===== src/rtl/add_seq_pkg.sv =====
// Shared types and helpers for the sequential slice adder (add_seq_ctrl).
// Holds the FSM state enum, the fixed slice width, the slice-index width
// function and the 4-bit ripple primitive used by the carry-select slice.
package add_seq_pkg;

    localparam int SLICE_W = 16;

    typedef enum logic [1:0] {
        IDLE = 2'd0,
        RUN  = 2'd1,
        DONE = 2'd2
    } state_t;

    // Width of the slice index; never zero so a 1-bit index still exists.
    function automatic int idx_w(input int nslice);
        return (nslice > 1) ? $clog2(nslice) : 1;
    endfunction

    // 4-bit ripple-carry adder, returns {cout, sum}.
    function automatic logic [4:0] rca4(input logic [3:0] a,
                                        input logic [3:0] b,
                                        input logic       ci);
        logic [4:0] r;
        logic       c;
        r = '0;
        c = ci;
        for (int i = 0; i < 4; i++) begin
            r[i] = a[i] ^ b[i] ^ c;
            c    = (a[i] & b[i]) | (c & (a[i] ^ b[i]));
        end
        r[4] = c;
        return r;
    endfunction

endpackage


===== src/rtl/csa_slice16.sv =====
// Combinational 16-bit carry-select adder.
// Each nibble computes its sum for carry-in 0 and 1 with a pair of 4-bit
// ripple adders; the incoming carry then selects one result per nibble.
module csa_slice16
    import add_seq_pkg::*;
(
    input  logic [SLICE_W-1:0] a,
    input  logic [SLICE_W-1:0] b,
    input  logic               cin,
    output logic [SLICE_W-1:0] sum,
    output logic               cout
);

    localparam int NIB = SLICE_W / 4;

    logic [NIB:0]       c;
    logic [SLICE_W-1:0] sum0;
    logic [SLICE_W-1:0] sum1;
    logic [NIB-1:0]     co0;
    logic [NIB-1:0]     co1;

    assign c[0] = cin;

    // Per nibble: precompute both carry hypotheses, then select on the real carry.
    for (genvar g = 0; g < NIB; g++) begin : g_nib
        assign {co0[g], sum0[4*g +: 4]} = rca4(a[4*g +: 4], b[4*g +: 4], 1'b0);
        assign {co1[g], sum1[4*g +: 4]} = rca4(a[4*g +: 4], b[4*g +: 4], 1'b1);
        assign sum[4*g +: 4]            = c[g] ? sum1[4*g +: 4] : sum0[4*g +: 4];
        assign c[g+1]                   = c[g] ? co1[g] : co0[g];
    end

    assign cout = c[NIB];

endmodule


===== src/rtl/add_seq_ctrl.sv =====
// Sequential wide adder: one shared 16-bit carry-select slice processes the
// operands one slice per cycle, least-significant slice first.
// Optional feature macro: ADD_SEQ_SUB_EN adds the in_sub port; when set at
// accept, B is inverted and the carry-in forced to 1 (cout=1 means no borrow).
//
// state | meaning
// IDLE  | ready for operands, in_ready=1
// RUN   | adding slice[idx] each cycle, carry held in carry_q
// DONE  | result valid, held until out_ready
module add_seq_ctrl #(
    parameter int NSLICE  = 4,
    parameter int SLICE_W = 16
) (
    input  logic                      clk,
    input  logic                      rst,
    input  logic                      in_valid,
    output logic                      in_ready,
    input  logic [NSLICE*SLICE_W-1:0] in_a,
    input  logic [NSLICE*SLICE_W-1:0] in_b,
    input  logic                      in_cin,
`ifdef ADD_SEQ_SUB_EN
    input  logic                      in_sub,
`endif
    output logic                      out_valid,
    input  logic                      out_ready,
    output logic [NSLICE*SLICE_W-1:0] out_sum,
    output logic                      out_cout,
    output logic                      busy
);

    import add_seq_pkg::*;

    localparam int IW = idx_w(NSLICE);
    localparam logic [IW-1:0] LAST_IDX = IW'(NSLICE - 1);

    state_t                    state;
    logic [IW-1:0]             idx;
    logic                      carry_q;
    logic [NSLICE*SLICE_W-1:0] a_reg;
    logic [NSLICE*SLICE_W-1:0] b_reg;
    logic [SLICE_W-1:0]        slice_sum;
    logic                      slice_cout;

    csa_slice16 u_slice (
        .a    (a_reg[idx*SLICE_W +: SLICE_W]),
        .b    (b_reg[idx*SLICE_W +: SLICE_W]),
        .cin  (carry_q),
        .sum  (slice_sum),
        .cout (slice_cout)
    );

    // Sequencer FSM with registered handshake and status outputs.
    always_ff @(posedge clk) begin
        if (rst) begin
            state     <= IDLE;
            idx       <= '0;
            carry_q   <= 1'b0;
            a_reg     <= '0;
            b_reg     <= '0;
            out_sum   <= '0;
            out_cout  <= 1'b0;
            out_valid <= 1'b0;
            busy      <= 1'b0;
            in_ready  <= 1'b1;
        end else begin
            case (state)
                IDLE: begin
                    if (in_valid) begin
                        a_reg <= in_a;
`ifdef ADD_SEQ_SUB_EN
                        b_reg   <= in_sub ? ~in_b : in_b;
                        carry_q <= in_sub ? 1'b1 : in_cin;
`else
                        b_reg   <= in_b;
                        carry_q <= in_cin;
`endif
                        idx      <= '0;
                        state    <= RUN;
                        in_ready <= 1'b0;
                        busy     <= 1'b1;
                    end
                end
                RUN: begin
                    out_sum[idx*SLICE_W +: SLICE_W] <= slice_sum;
                    carry_q <= slice_cout;
                    idx     <= idx + 1'b1;
                    if (idx == LAST_IDX) begin
                        state     <= DONE;
                        out_cout  <= slice_cout;
                        out_valid <= 1'b1;
                    end
                end
                DONE: begin
                    // Returning to IDLE here means the next accept is a cycle later.
                    if (out_ready) begin
                        state     <= IDLE;
                        out_valid <= 1'b0;
                        in_ready  <= 1'b1;
                        busy      <= 1'b0;
                    end
                end
                default: begin
                    state     <= IDLE;
                    out_valid <= 1'b0;
                    in_ready  <= 1'b1;
                    busy      <= 1'b0;
                end
            endcase
        end
    end

endmodule


===== config.mk =====
export PLATFORM = sky130hd
export DESIGN_NAME = add_seq_ctrl
export DESIGN_NICKNAME = d
export VERILOG_FILES = /design/src/rtl/add_seq_pkg.sv /design/src/rtl/csa_slice16.sv /design/src/rtl/add_seq_ctrl.sv
export SDC_FILE = /design/constraint.sdc
export NUM_CORES = 1
export LEC_CHECK = 0
export CORE_ASPECT_RATIO = 1.25
export CORE_MARGIN = 5
export CORE_UTILIZATION = 54
export DETAILED_ROUTE_END_ITERATION = 8
export PLACE_DENSITY = 0.86
export SKIP_LAST_GASP = 1
export SLEW_MARGIN = 20
export SYNTH_ARGS = -nofsm -noshare
export SYNTH_HDL_FRONTEND = slang
export SYNTH_HIERARCHICAL = 1
export SYNTH_SLANG_ARGS = --single-unit

===== constraint.sdc =====
create_clock -name clk -period 19.8 [get_ports clk]
set_input_delay 3.96 -clock clk [delete_from_list [all_inputs] [get_ports clk]]
set_output_delay 3.96 -clock clk [all_outputs]
set_load 0.02 [all_outputs]

==> impl_metrics.py, run 1 <==
metrics = {
    "pwr": {
        "p_per_area_nw_per_um2": 83.2,
        "p_leak_nw": 4.04,
        "vdd_drop_max_mv": 0.0564,
    },
    "placement": {
        "place.gp.congestion": 0.858,
        "io_buffer_count": 200,
        "place_ws_ps": 12360,
        "hpwlAfterDp_mm": 16.5,
    },
    "setup_path": {
        "critPathCaptureType": "register",
        "cp-start-kind": "register",
        "path_max_fanout": 25,
        "crit_top_cell": "fa_1",
        "worstPathRequired_ps": 20200,
        "slowest_delay_ps": 680,
        "arrival_ps": 7870,
        "cp_slowest_cell": "dfxtp_2",
        "crit_type": "register to register",
    },
    "logic_synthesis": {
        "ys_ff_latch": 201,
        "yosysTopAreaCell": "dfxtp_1",
        "ys_seq_area_share_pct": 47.4,
        "synthCells": 964,
        "yosysWarnings": 6,
        "syn_area_um2": 8490,
        "synth.net_count": 1123,
        "synth.distinct_cells": 35,
        "avgSynthCellArea_um2": 8.81,
        "synth_area_leaders": "dfxtp_1 (47%), nand2_1 (14%), a21oi_1 (11%)",
        "synth_top_area_share_pct": 47.4,
    },
    "route": {
        "via_count": 7434,
        "first_iter_violations": 594,
        "postRouteAntennaNets": 0,
        "remaining_drc_errors": 0,
        "dr.pass1.iters": 5,
        "routed_wl_mm": 23.0,
        "vias_per_cell": 5.56,
        "routedWlPerCell_um": 17.2,
    },
    "clock_network": {
        "cts_buffers": 19,
        "ctsHoldBuffers": 0,
        "clkTransAtPathRegs_ps": 60,
        "clk_latency_ps": 470,
        "cts_setup_buffers": 0,
        "cts.sinks": 201,
        "ctsResizeCount": 0,
        "cts_tree": "built",
        "htreeDepth": 1,
        "root_buffer": "clkbuf_16",
        "cts_buffer_depth": 3,
    },
    "global_routing": {
        "grtUsageTotal_pct": 24.8,
        "grt_pass1_vias": 7193,
        "grt_max_degree": 99,
        "grt_overflow": 0,
        "grt_pass1_wl_mm": 36.1,
        "antenna_found_initial": 0,
    },
    "hold_path": {
        "hp-class": "register to register",
    },
    "sta": {
        "setup_viol": 0,
        "slew_headroom_pct": 35.0,
        "fin_crit_sh_pct": 37.8,
        "setup_ws_ps": 12320,
        "report.final.slew_viol_count": 0,
        "finalSetupTns_ps": 0,
        "fin_skew_ps": 6.80,
        "fmax_mhz": 134,
        "final_hold_viol_count": 0,
        "tightest_slew_ps": 975,
        "rsz0062_at_grt": "false",
        "fin_crit_ps": 7480,
    },
    "floorplanning": {
        "core.rowCount": 51,
        "die_width_um": 122,
        "ios": 201,
        "die-height_um": 150,
        "dieArea_um2": 18400,
        "initial_utilization_pct": 54.8,
        "core_um2": 15500,
    },
    "final_layout": {
        "n_fill_cell": 1162,
        "drive_gt1_share_pct": 7.74,
        "multi_input_area_um2": 3980,
        "regArea_um2": 4030,
        "fin_util_pct": 71.5,
        "nets": 1274,
        "diodes": 0,
        "syn2layout_area_growth_pct": 30.6,
    },
    "run_status": {
        "status": "finished, final reports clean",
    },
    "run": {
        "maxCapViolations": 0,
    },
}
[worst max-delay path, delay by kind of cell, from the launching register on]
family                     cells  cell delay [ps]
adders and majority gates     13             4350
AOI/OAI and AO/OA              2              270
buffers and inverters          8             1060
DFF                            1              680
and+or+nand+nor                1               90
muxes                          4              920
[cells in the mapped netlist (all sizes together)]
cell type and count:
dfxtp 201, nand2b 2, nor4 1, clkinv 1, buf 38, mux2i 6, nor2 5, nor2b 3
clkbuf 38, o21ai 3, nor3b 1, and4bb 1, nand2 307, o21bai 1, nand3 48, nand3b 5
xnor2 3, a22oi 1, a21oi 180, inv 35, mux4 32, or3b 2, fa 12, and3b 3
xor2 1, a32o 16, ha 14, nor3 2, nor4b 2
[layout make-up]
class	instances	area share, %
Multi-Input combinational cell	651	35.9
Clock inverter	6	0.970
Timing Repair Buffer	206	18.5
Sequential cell	201	36.3
Clock buffer	24	4.73
Tap cell	212	2.39
Inverter	36	1.22
[layout by cell type, fill, tap and decap left out, types with 4 or more instances in the layout]
| cell type | instances |
|---|---|
| nand2_1 | 307 |
| a32o_1 | 6 |
| clkdlybuf4s50_1 | 199 |
| mux2i_1 | 6 |
| fa_1 | 12 |
| clkbuf_16 | 19 |
| a32o_2 | 10 |
| nor2_1 | 5 |
| nand3_1 | 48 |
| buf_4 | 6 |
| a21oi_1 | 180 |
| nand3b_1 | 4 |
| ha_1 | 14 |
| mux4_2 | 32 |
| inv_1 | 35 |
| dfxtp_1 | 199 |
[kinds of logic (layout without fill, tap and decap cells)]
kind of cell	count (synthesis)	after routing	share of synthesized area, %
DFF	201	201	47.4
buffers and inverters	112	272	5.83
muxes	38	38	9.19
adders and majority gates	26	26	4.89
and+or+nand+nor	382	382	19.3
AOI/OAI and AO/OA	201	201	13.0
xor gates and xnor gates	4	4	0.413
[through the flow]
step	cells	hold WS (ps)	power, mW	area [um^2]
3_3_place_gp	1306	438	0.556	10500
2_1_floorplan	964	433	0.506	8490
5_1_grt	1336	468	0.957	11100
4_1_cts	1336	455	0.927	11100
6_report	1336	453	0.922	11100
3_5_place_dp	1306	446	0.559	10500
[power breakdown]
part / switching, mW / internal, mW
combinational: 0.0629 / 0.0549
sequential: 0.0121 / 0.422
clock: 0.146 / 0.225
total: 0.221 / 0.702
[routing by layer]
metal  vias up  GRT usage (%)  share of wire [%]  wire length (um)
met5         -              0                  0                 0
met4         0           10.3                4.3               986
met3        64           2.89                6.3              1440
met2       304           43.8                 51             11700
met1      3532           30.8                 38              8860
li1       3534              -                  -                 -
[worst paths after layout]
kind	start	endpoint	slack, ps	cells after the start
setup / recovery	idx[0]	out_sum[47]	12320	28
hold / removal	a_reg[40]	a_reg[40]	450	2
setup reg to reg	idx[0]	out_sum[47]	12320	28
hold reg to reg	a_reg[40]	a_reg[40]	450	2
Note: power is estimated with default switching activity, not from simulation.
==> inputs of run 2 (changes only) <==
--- a/config.mk
+++ b/config.mk
@@ -7,9 +7,9 @@
 export LEC_CHECK = 0
 export CORE_ASPECT_RATIO = 1.25
 export CORE_MARGIN = 5
-export CORE_UTILIZATION = 54
+export CORE_UTILIZATION = 45
 export DETAILED_ROUTE_END_ITERATION = 8
-export PLACE_DENSITY = 0.86
+export PLACE_DENSITY = 0.76
 export SKIP_LAST_GASP = 1
 export SLEW_MARGIN = 20
 export SYNTH_ARGS = -nofsm -noshare
==> constraint.sdc (replaced) <==
create_clock -name clk -period 6.1 [get_ports clk]
set_input_delay 1.22 -clock clk [delete_from_list [all_inputs] [get_ports clk]]
set_output_delay 1.22 -clock clk [all_outputs]
set_load 0.02 [all_outputs]
==> impl_metrics.py, run 2 (synthesis results as in run 1) <==
metrics = {
    "run_status": {
        "status": "finished, final reports clean",
    },
    "global_routing": {
        "top_usage_layer": "met2",
        "grt_max_degree": 111,
        "grt_overflow": 0,
        "grt_util_met1_pct": 25.9,
        "grt_pass1_wl_mm": 37.1,
        "grtUsageTotal_pct": 21.3,
        "antenna_found_initial": 0,
        "met3_usage_pct": 3.57,
        "grt_pass1_vias": 7064,
        "met2_usage_pct": 37.4,
    },
    "floorplanning": {
        "die-height_um": 164,
        "die_width_um": 133,
        "initial_utilization_pct": 45.4,
        "ios": 201,
        "dieArea_um2": 21700,
        "core_um2": 18700,
        "core.rowCount": 56,
    },
    "clock_network": {
        "cts_tree": "built",
        "root_buffer": "clkbuf_16",
        "cts_buffers": 20,
        "cts.sinks": 201,
        "ctsHoldBuffers": 0,
        "clk_latency_ps": 490,
        "htreeDepth": 1,
        "cts_buffer_depth": 3,
        "clkTransAtPathRegs_ps": 60,
    },
    "route": {
        "dr.pass1.iters": 4,
        "via_count": 7327,
        "vias_per_cell": 5.37,
        "routedWlPerCell_um": 17.9,
        "first_iter_violations": 546,
        "remaining_drc_errors": 0,
        "routed_wl_mm": 24.4,
        "postRouteAntennaNets": 0,
    },
    "sta": {
        "slew_headroom_pct": 39.7,
        "fin_skew_ps": 11.4,
        "rsz0062_at_grt": "true",
        "fin_crit_ps": 6090,
        "finalSetupTns_ps": 0,
        "setup_viol": 0,
        "fin_crit_sh_pct": 99.8,
        "fmax_mhz": 164,
        "whs_ps": 452,
        "final_hold_viol_count": 0,
        "tightest_slew_ps": 901,
        "report.final.slew_viol_count": 0,
    },
    "pwr": {
        "vdd_drop_max_mv": 0.163,
        "p_per_area_nw_per_um2": 268,
        "p_leak_nw": 4.06,
    },
    "setup_path": {
        "crit_type": "register to register",
        "cp_slowest_cell": "mux4_2",
        "arrival_ps": 6500,
        "cp-start-kind": "register",
        "path_max_fanout": 5,
        "worstPathRequired_ps": 6510,
        "slowest_delay_ps": 540,
        "crit_top_cell": "fa_2",
        "critPathCaptureType": "register",
    },
    "final_layout": {
        "diodes": 0,
        "regArea_um2": 4030,
        "multi_input_area_um2": 4030,
        "drive_gt1_share_pct": 10.5,
        "fin_util_pct": 60.0,
        "syn2layout_area_growth_pct": 32.2,
        "n_fill_cell": 1581,
        "mostFrequentLayoutCell": "nand2_1",
        "final_cell_mix": "nand2_1 (306), dfxtp_1 (199), clkdlybuf4s50_1 (199), a21oi_1 (180), nand3_1 (47)",
        "nets": 1283,
    },
    "placement": {
        "hpwlAfterDp_mm": 17.3,
        "place.gp.congestion": 0.799,
        "io_buffer_count": 200,
    },
    "run": {
        "maxCapViolations": 0,
    },
    "hold_path": {
        "hp-class": "register to register",
    },
}
==> run 2: power breakdown <==
group / total [mW] / switching [mW] / internal [mW]
Combinational: 0.403 / 0.218 / 0.186
Sequential: 1.40 / 0.0334 / 1.37
Clock: 1.20 / 0.490 / 0.712
Total: 3.01 / 0.741 / 2.27
==> run 2: area by class of cell <==
| type | instances | share of cell area [%] |
|---|---|---|
| clock buffer | 28 | 5.27 |
| clock inverter | 3 | 0.357 |
| inverter | 36 | 1.20 |
| multi-input combinational | 651 | 35.9 |
| sequential | 201 | 35.9 |
| tap | 232 | 2.58 |
| timing repair buffer | 214 | 18.8 |
==> run 2: critical path: cells and delay by family, from the launching register on <==
kind	cells	cell delay (ps)
AND/OR/NAND/NOR	1	80
multiplexers	4	860
adder cells (fa/ha/maj)	13	4010
AO/OA/AOI/OAI	2	240
buffers and inverters	7	450
flip-flops	1	380
==> run 2: metrics by stage <==
step	std cells	cell area (um^2)	power [mW]	setup slack [ps]
floorplan	964	8540	1.65	-0.457
global placement	1330	10500	1.82	50.8
detailed placement	1330	10500	1.83	-23.2
CTS	1363	11200	3.02	18.7
global route	1365	11200	3.12	-201
finish	1365	11200	3.01	13.6
==> run 2: routing by layer <==
layer	vias to the layer above	part of all wire, %
met4	0	3.9
met2	252	50
met5	-	0
met1	3478	40
li1	3542	-
met3	55	5.8
==> run 2: worst paths after layout <==
kind                            depth (start not counted)  slack, ps           to       from
worst min register to register                          2        450    a_reg[42]  a_reg[42]
worst max-delay path                                   27         10  out_sum[47]     idx[0]
worst max register to register                         27         10  out_sum[47]     idx[0]
worst min-delay path                                    2        450    a_reg[42]  a_reg[42]
==> run 2: what timing repair did <==
action                                  4_1_cts  5_1_grt
buffers inserted                              2        2
pin swaps                                     2        6
resized for setup                             2       10
endpoints found under the setup margin        3        5
hold endpoints to repair                      0        0
==> inputs of run 3 (changes only) <==
--- a/config.mk
+++ b/config.mk
@@ -5,11 +5,14 @@
 export SDC_FILE = /design/constraint.sdc
 export NUM_CORES = 1
 export LEC_CHECK = 0
+export CELL_PAD_IN_SITES_DETAIL_PLACEMENT = 0
+export CELL_PAD_IN_SITES_GLOBAL_PLACEMENT = 2
 export CORE_ASPECT_RATIO = 1.25
 export CORE_MARGIN = 5
-export CORE_UTILIZATION = 45
+export CORE_UTILIZATION = 27
 export DETAILED_ROUTE_END_ITERATION = 8
-export PLACE_DENSITY = 0.76
+export GPL_TIMING_DRIVEN = 0
+export PLACE_DENSITY = 0.77
 export SKIP_LAST_GASP = 1
 export SLEW_MARGIN = 20
 export SYNTH_ARGS = -nofsm -noshare
==> impl_metrics.py, run 3 (synthesis results as in run 1) <==
metrics = {
    "run_status": {
        "status": "complete, but fails checks",
        "failed_checks": "setup timing",
    },
    "final_layout": {
        "drive_gt1_share_pct": 14.0,
        "diodes": 0,
        "final_cells": 1618,
        "regArea_um2": 4030,
        "nets": 1356,
        "n_fill_cell": 3278,
        "mostFrequentLayoutCell": "nand2_1",
        "syn2layout_area_growth_pct": 41.8,
        "final_cell_mix": "nand2_1 (306), dfxtp_1 (199), clkdlybuf4s50_1 (199), a21oi_1 (179), nand3_1 (46)",
        "multi_input_area_um2": 4050,
    },
    "clock_network": {
        "cts_buffers": 23,
        "cts_tree": "built",
        "clk_latency_ps": 520,
        "htreeDepth": 1,
        "clkTransAtPathRegs_ps": 60,
        "ctsHoldBuffers": 0,
        "root_buffer": "clkbuf_16",
        "cts.sinks": 201,
        "cts_buffer_depth": 3,
    },
    "placement": {
        "io_buffer_count": 199,
        "dp.cells": 1570,
        "place.gp.congestion": 0.785,
        "hpwlAfterDp_mm": 23.2,
        "place_ws_ps": -671,
    },
    "route": {
        "postRouteAntennaNets": 0,
        "routed_wl_mm": 30.2,
        "remaining_drc_errors": 0,
        "vias_per_cell": 4.60,
        "dr.pass1.iters": 4,
        "routedWlPerCell_um": 18.7,
        "via_count": 7436,
        "first_iter_violations": 380,
    },
    "sta": {
        "fmax_mhz": 162,
        "report.final.slew_viol_count": 0,
        "setup_ws_ps": -81.5,
        "whs_ps": 449,
        "final_hold_viol_count": 0,
        "tightest_slew_ps": 865,
        "fin_crit_ps": 6180,
        "rsz0062_at_grt": "true",
        "fin_crit_sh_pct": 101,
        "fin_skew_ps": 21.6,
        "slew_headroom_pct": 41.9,
        "setup_viol": 3,
    },
    "global_routing": {
        "grt_overflow": 0,
        "grtUsageTotal_pct": 16.8,
        "met3_usage_pct": 2.79,
        "grt_max_degree": 14,
        "antenna_found_initial": 0,
        "grt_util_met1_pct": 21.5,
        "met2_usage_pct": 29.5,
        "grt_pass1_wl_mm": 45.6,
        "grt_pass1_vias": 7582,
        "top_usage_layer": "met2",
    },
    "pwr": {
        "power_mw": 3.41,
        "p_per_area_nw_per_um2": 283,
        "p_leak_nw": 4.37,
        "vdd_drop_max_mv": 0.140,
    },
    "floorplanning": {
        "core_um2": 31000,
        "core.rowCount": 72,
        "die-height_um": 208,
        "dieArea_um2": 35100,
        "die_width_um": 169,
        "initial_utilization_pct": 27.4,
        "ios": 201,
    },
    "setup_path": {
        "crit_type": "register to register",
        "cp_slowest_cell": "mux4_2",
        "critPathCaptureType": "register",
        "crit_top_cell": "fa_2",
        "path_delay_family": "adder cells",
        "cp-start-kind": "register",
        "path_max_fanout": 4,
        "path_buf_inv": 8,
        "arrival_ps": 6610,
        "worstPathRequired_ps": 6530,
        "slowest_delay_ps": 530,
    },
    "run": {
        "maxCapViolations": 0,
    },
    "hold_path": {
        "hp-class": "register to register",
    },
}
[run 3: changes by cell type in the layout (fill, tap and decap cells not counted), moves of 2 or more]
cell and change:
bufinv_16 +4, clkbuf_1 +33, clkbuf_16 +3, clkbuf_8 +3, buf_12 +2, clkbuf_2 +2, buf_2 +31
[run 3: routing by layer]
metal  part of all wire, %  vias to the layer above  wire (um)
met5                     0                        -          0
met4                   1.8                        0        532
met3                   5.5                       28       1670
met2                    50                      197      15200
met1                    42                     3514      12800
li1                      -                     3697          -
[run 3: worst paths after layout]
kind / startpoint / endpoint / slack (ps) / cells past startpoint
hold / removal: out_sum[31] / out_sum[31] / 450 / 2
setup / recovery: idx[0] / out_sum[31] / -80 / 28
hold reg to reg: out_sum[31] / out_sum[31] / 450 / 2
setup reg to reg: idx[0] / out_sum[31] / -80 / 28
[run 3: area by class of cell]
type	count	area share, %
Buffer	75	3.18
Clock buffer	32	5.73
Clock inverter	7	1.36
Inverter	36	1.14
Multi-Input combinational cell	651	33.6
Sequential cell	201	33.5
Tap cell	407	4.23
Timing Repair Buffer	209	17.3
[run 3: tightest hold or removal path: cells and delay by family (launching register included)]
family | cells | cell delay, ps
AND/OR/NAND/NOR | 1 | 50
AO/OA/AOI/OAI | 1 | 50
flip-flops | 1 | 310
[run 3: through the flow]
step / setup TNS, ps / cell area [um^2] / utilization, %
2_1_floorplan: -0.457 / 8540 / -
3_3_place_gp: -4480 / 11000 / 35.6
3_5_place_dp: -4950 / 11000 / 35.6
4_1_cts: -489 / 12000 / 38.8
5_1_grt: -1380 / 12000 / 38.9
6_report: -215 / 12000 / 38.9
[run 3: power breakdown]
part / switching, mW / leakage [nW] / internal [mW]
sequential: 0.0313 / 1.64 / 1.37
clock: 0.555 / 0.420 / 0.997
combinational: 0.252 / 2.31 / 0.203
[run 3: repair_timing]
action / 4_1_cts / 5_1_grt
pin swaps: 3 / 4
endpoints found under the setup margin: 14 / 10
gates resized for setup: 13 / 15
setup buffers: 8 / 2
hold endpoints to repair: 0 / 0
